==> src/rtl/i2s_tx.sv <==
// I2S master transmitter: derives SCK/WS from clk and serialises stereo PCM
// samples MSB-first onto SD, one SCK after each WS edge. A one-entry holding
// register accepts sample pairs on a valid/ready handshake.
module i2s_tx #(
   parameter int unsigned W         = 16,
   parameter int unsigned SLOT_BITS = 32,
   parameter int unsigned CLK_DIV   = 8
) (
   input  logic         clk,
   input  logic         rst,
   input  logic         en,
   input  logic [W-1:0] s_l_data,
   input  logic [W-1:0] s_r_data,
   input  logic         s_valid,
   output logic         s_ready,
   output logic         i2s_sck,
   output logic         i2s_ws,
   output logic         i2s_sd,
   output logic         frame_start,
   output logic         underrun
);

   localparam int unsigned FRAME_BITS = 2 * SLOT_BITS;
   localparam int unsigned BW         = $clog2(FRAME_BITS);
   localparam int unsigned DW         = $clog2(CLK_DIV);
   localparam logic [BW-1:0] B_LAST   = BW'(FRAME_BITS - 1);
   localparam logic [BW-1:0] B_SLOT   = BW'(SLOT_BITS);
   localparam logic [DW-1:0] DIV_LAST = DW'(CLK_DIV - 1);

   localparam logic [0:0] ST_IDLE = 1'b0;
   localparam logic [0:0] ST_RUN  = 1'b1;

   logic [0:0]    state_q, state_d;
   logic [DW-1:0] div_q, div_d;
   logic [BW-1:0] b_q, b_d;
   logic          sck_q, sck_d;
   logic          ws_q, ws_d;
   logic          sd_q, sd_d;
   logic          hold_full_q, hold_full_d;
   logic [W-1:0]  hold_l_q, hold_l_d;
   logic [W-1:0]  hold_r_q, hold_r_d;
   logic [W-1:0]  shl_q, shl_d;
   logic [W-1:0]  shr_q, shr_d;
   logic          fs_q, fs_d;
   logic          ur_q, ur_d;
   logic          rdy_q, rdy_d;

   logic [BW-1:0] b_nx;
   logic [BW-1:0] b_nx_p1;

   // Next-state: clock divider, bit sequencing, frame load and holding register
   always_comb begin
      state_d     = state_q;
      div_d       = div_q;
      b_d         = b_q;
      sck_d       = sck_q;
      ws_d        = ws_q;
      sd_d        = sd_q;
      hold_full_d = hold_full_q;
      hold_l_d    = hold_l_q;
      hold_r_d    = hold_r_q;
      shl_d       = shl_q;
      shr_d       = shr_q;
      fs_d        = 1'b0;
      ur_d        = 1'b0;

      b_nx    = (b_q == B_LAST) ? '0 : b_q + BW'(1);
      b_nx_p1 = (b_nx == B_LAST) ? '0 : b_nx + BW'(1);

      case (state_q)
         ST_IDLE: begin
            sck_d = 1'b0;
            ws_d  = 1'b0;
            sd_d  = 1'b0;
            div_d = '0;
            if (en) begin
               state_d = ST_RUN;
               b_d     = B_LAST;
            end
         end
         ST_RUN: begin
            if (div_q == DIV_LAST) begin
               div_d = '0;
               sck_d = !sck_q;
               if (sck_q) begin
                  // Fall tick: advance to the next frame bit
                  if ((b_q == B_LAST) && !en) begin
                     state_d = ST_IDLE;
                     sck_d   = 1'b0;
                     ws_d    = 1'b0;
                     sd_d    = 1'b0;
                  end else begin
                     b_d  = b_nx;
                     ws_d = (b_nx_p1 >= B_SLOT);
                     if (b_q == B_LAST) begin
                        fs_d = 1'b1;
                        if (hold_full_q) begin
                           sd_d        = hold_l_q[W-1];
                           shl_d       = hold_l_q << 1;
                           shr_d       = hold_r_q;
                           hold_full_d = 1'b0;
                        end else begin
                           sd_d  = 1'b0;
                           shl_d = '0;
                           shr_d = '0;
                           ur_d  = 1'b1;
                        end
                     end else if (b_nx < B_SLOT) begin
                        sd_d  = shl_q[W-1];
                        shl_d = shl_q << 1;
                     end else begin
                        sd_d  = shr_q[W-1];
                        shr_d = shr_q << 1;
                     end
                  end
               end
            end else begin
               div_d = div_q + DW'(1);
            end
         end
         default: state_d = ST_IDLE;
      endcase

      // A load and an accept never coincide: ready is low while full
      if (s_valid && rdy_q) begin
         hold_full_d = 1'b1;
         hold_l_d    = s_l_data;
         hold_r_d    = s_r_data;
      end
      rdy_d = !hold_full_d;
   end

   // State registers with synchronous reset
   always_ff @(posedge clk) begin
      if (rst) begin
         state_q     <= ST_IDLE;
         div_q       <= '0;
         b_q         <= '0;
         sck_q       <= 1'b0;
         ws_q        <= 1'b0;
         sd_q        <= 1'b0;
         hold_full_q <= 1'b0;
         hold_l_q    <= '0;
         hold_r_q    <= '0;
         shl_q       <= '0;
         shr_q       <= '0;
         fs_q        <= 1'b0;
         ur_q        <= 1'b0;
         rdy_q       <= 1'b0;
      end else begin
         state_q     <= state_d;
         div_q       <= div_d;
         b_q         <= b_d;
         sck_q       <= sck_d;
         ws_q        <= ws_d;
         sd_q        <= sd_d;
         hold_full_q <= hold_full_d;
         hold_l_q    <= hold_l_d;
         hold_r_q    <= hold_r_d;
         shl_q       <= shl_d;
         shr_q       <= shr_d;
         fs_q        <= fs_d;
         ur_q        <= ur_d;
         rdy_q       <= rdy_d;
      end
   end

   assign s_ready     = rdy_q;
   assign i2s_sck     = sck_q;
   assign i2s_ws      = ws_q;
   assign i2s_sd      = sd_q;
   assign frame_start = fs_q;
   assign underrun    = ur_q;

endmodule
==> config.mk <==
export PLATFORM = sky130hd
export DESIGN_NAME = i2s_tx
export DESIGN_NICKNAME = d
export VERILOG_FILES = /design/src/rtl/i2s_tx.sv
export SDC_FILE = /design/constraint.sdc
export NUM_CORES = 1
export LEC_CHECK = 0
export ABC_CLOCK_PERIOD_IN_PS = 2400
export BUFFER_PORTS_ARGS = -buffer_cell sky130_fd_sc_hd__buf_2
export CAP_MARGIN = 40
export CORE_ASPECT_RATIO = 0.9
export CORE_MARGIN = 1
export CORE_UTILIZATION = 40
export CTS_CLUSTER_DIAMETER = 120
export CTS_CLUSTER_SIZE = 8
export DETAILED_ROUTE_END_ITERATION = 10
export GPL_TIMING_DRIVEN = 1
export PLACE_DENSITY = 0.6
export SYNTH_ARGS = -nofsm -noshare
export SYNTH_HDL_FRONTEND = slang
export SYNTH_SLANG_ARGS = --single-unit
==> constraint.sdc <==
create_clock -name clk -period 2.4 [get_ports clk]
set_input_delay 0.12 -clock clk [delete_from_list [all_inputs] [get_ports clk]]
set_output_delay 0.12 -clock clk [all_outputs]
set_load 0.01 [all_outputs]
==> metrics.yaml <==
endpoint: "b_q[4]$_SDFFE_PP0P_"
drt-total-wl_microns: 7770
grt_pass1_wl_microns: 13200
vias: 3028
hold_path_class: "in2reg"
outcome: "finished, final reports clean"
worst_r2r_path_depth: 7
cts-root-buf: "clkbuf_8"
worstPathRequired_ns: 2.65
drc: 0
max_freq_mhz: 484
insertion_delay_ns: 0.34
syn_nets: 461
first_iter_violations: 140
die_w_microns: 100
async_flop_share_pct: 0
crit_path_end_kind: "flip-flop"
synth-seq-cells: 80
avgSynthCellArea_sq_um: 8.23
layout_commonest_cell: "nand2_1"
area_growth_pct: 19.7
rsz0062_at_grt: "false"
firstDrtPassIters: 4
clock_skew_ns: 0.00677
post_cts_buffers: 0
post-place-ws_ns: 0.318
r2r_start: "div_q[0]$_SDFF_PP0_"
final_cell_area_sq_um: 4150
grt_pass1_vias: 2838
relSlewSlack_pct: 59.5
min_period_ns: 2.06
cts_tree: "built"
synth_cells: 421
core.rowCount: 31
vdd_drop_max_mv: 0.263
clock_path_buffers: 2
ys.warnings.count: 0
leakagePower_nw: 1.40
grt_max_degree: 35
clk_pin_slew_ns: 0.08
start_util_pct: 42.1
hold_viol: 0
crit_type: "reg2reg"
fin_util_pct: 50.4
synth_enable_flop_cells: 0
yosysSeqAreaShare_pct: 46.2
viasPerCell: 5.15
place_congestion: 0.884
ys_types: 45
final.setup.worst_slack_ns: 0.335
synthFlopType: "dfxtp_1"
total_power_w: 0.00259
crit_path_max_fanout: 9
cp_data_arrival_time_ns: 2.32
startpoint: "div_q[0]$_SDFF_PP0_"
hpwlAfterDp_microns: 4830
grt_antenna_before_repair: 0
min_period_over_period_pct: 86.0
die-area_sq_um: 9040
fin_setup_tns_ns: 0
wl_per_cell_microns: 13.2
maxCapViolCount: 0
io-pin-count: 42
setup_viol: 0
port_buffers: 41
drive_gt1_share_pct: 18.6
cp-start-kind: "flip-flop"
power_density_nw_per_um2: 623
r2r_end: "b_q[4]$_SDFFE_PP0P_"
slew_violations: 0
layout_common_cells: "105 x nand2_1, 80 x dfxtp_1, 43 x a21oi_1"
core_area_sq_um: 8220
tightest_slew_ns: 0.607
cts_sinks: 80
nets: 508
diodes: 0
synthesis.area_sq_um: 3460
cts_made_buffers: 9
overflow: 0
cts_max_level: 3
grt_util_all_layers_pct: 18.2
hold_depth: 3
antenna_left: 0
die_h_microns: 90.3
placed_cell_area_sq_um: 3750
r2r_slack_ns: 0.34
-- cell type report --
cell class | count | area, sq um
clock inverter | 6 | 60.1
clock buffer | 10 | 128
fill | 840 | 4080
timing repair buffer | 71 | 508
tap | 115 | 144
sequential | 80 | 1600
multi-input combinational | 302 | 1690
inverter | 4 | 15.0
-- timing repair --
action                                 CTS  global route
endpoints found under the hold margin   19             2
hold buffers                            19             2
gates resized for setup                  0             0
-- registers in the layout, summed over array words and instances (netlist names) --
name and flops:
hold_l_q 16, s_ready 1, i2s_ws 1, shl_q 15, underrun 1, i2s_sd 1, b_q 6, hold_r_q 16
hold_full_q 1, frame_start 1, state_q 1, shr_q 16, div_q 3, i2s_sck 1
-- kinds of logic (layout without fill, tap and decap cells) --
kind of cell,Yosys count,count (layout),share of synthesized area [%]
muxes,1,1,0.289
xor gates and xnor gates,2,2,0.506
AOI/OAI and AO/OA,90,90,20.8
buffers and inverters,39,91,4.95
DFF,80,80,46.2
adders and majority gates,4,4,1.44
and+or+nand+nor,205,205,25.8
-- report_power, final --
group / switching [W] / leakage (nW) / internal (W)
Clock: 0.000493 / 0.0920 / 0.000476
Sequential: 0.0000379 / 0.650 / 0.00137
Combinational: 0.000120 / 0.655 / 0.0000930
-- worst min path at each step --
stage          slack [ns]          from                   endpoint
4_1_cts            0.0007  s_r_data[12]  hold_r_q[12]$_SDFFE_PP0P_
2_1_floorplan        0.20           rst     frame_start$_SDFF_PP0_
6_report             0.02  s_r_data[13]  hold_r_q[13]$_SDFFE_PP0P_
3_3_place_gp         0.36   s_r_data[8]   hold_r_q[8]$_SDFFE_PP0P_
3_5_place_dp         0.37  s_l_data[10]  hold_l_q[10]$_SDFFE_PP0P_
5_1_grt             0.007  s_r_data[12]  hold_r_q[12]$_SDFFE_PP0P_
-- per-stage QoR --
step	hold slack [ns]	cells
floorplan	0.204	421
global placement	0.361	551
detailed placement	0.368	551
CTS	0.000719	586
global route	0.00679	588
finish	0.0155	588
-- per-layer routing --
metal | track usage [%] | vias up | share of wire (%)
met2 | 29.1 | 56 | 47
met3 | 5.34 | 4 | 3.4
li1 | - | 1556 | -
met1 | 23.9 | 1412 | 49
met5 | 0 | - | 0
met4 | 5.07 | 0 | 0.68
-- cells in the mapped netlist (all sizes together), types with 3 or more instances --
cell type,n,area [sq um]
nand3,32,165
buf,13,72.6
a21oi,44,224
dfxtp,80,1600
nand4,3,18.8
nand2b,3,18.8
nand2,105,394
a311oi,32,374
nor3,6,30.0
inv,4,15.0
and2,4,25.0
ha,4,50.1
and3,3,18.8
clkbuf,22,83.8
nor2,40,153
-- critical path, stage by stage, from the launching register on --
cell and delay [ns]:
dfxtp_1 0.34, ha_1 0.15, ha_1 0.23, nand2_1 0.12
and2_1 0.21, a211oi_2 0.55, a21oi_1 0.13, a311oi_1 0.26
Power figures use the tool's default switching activity.
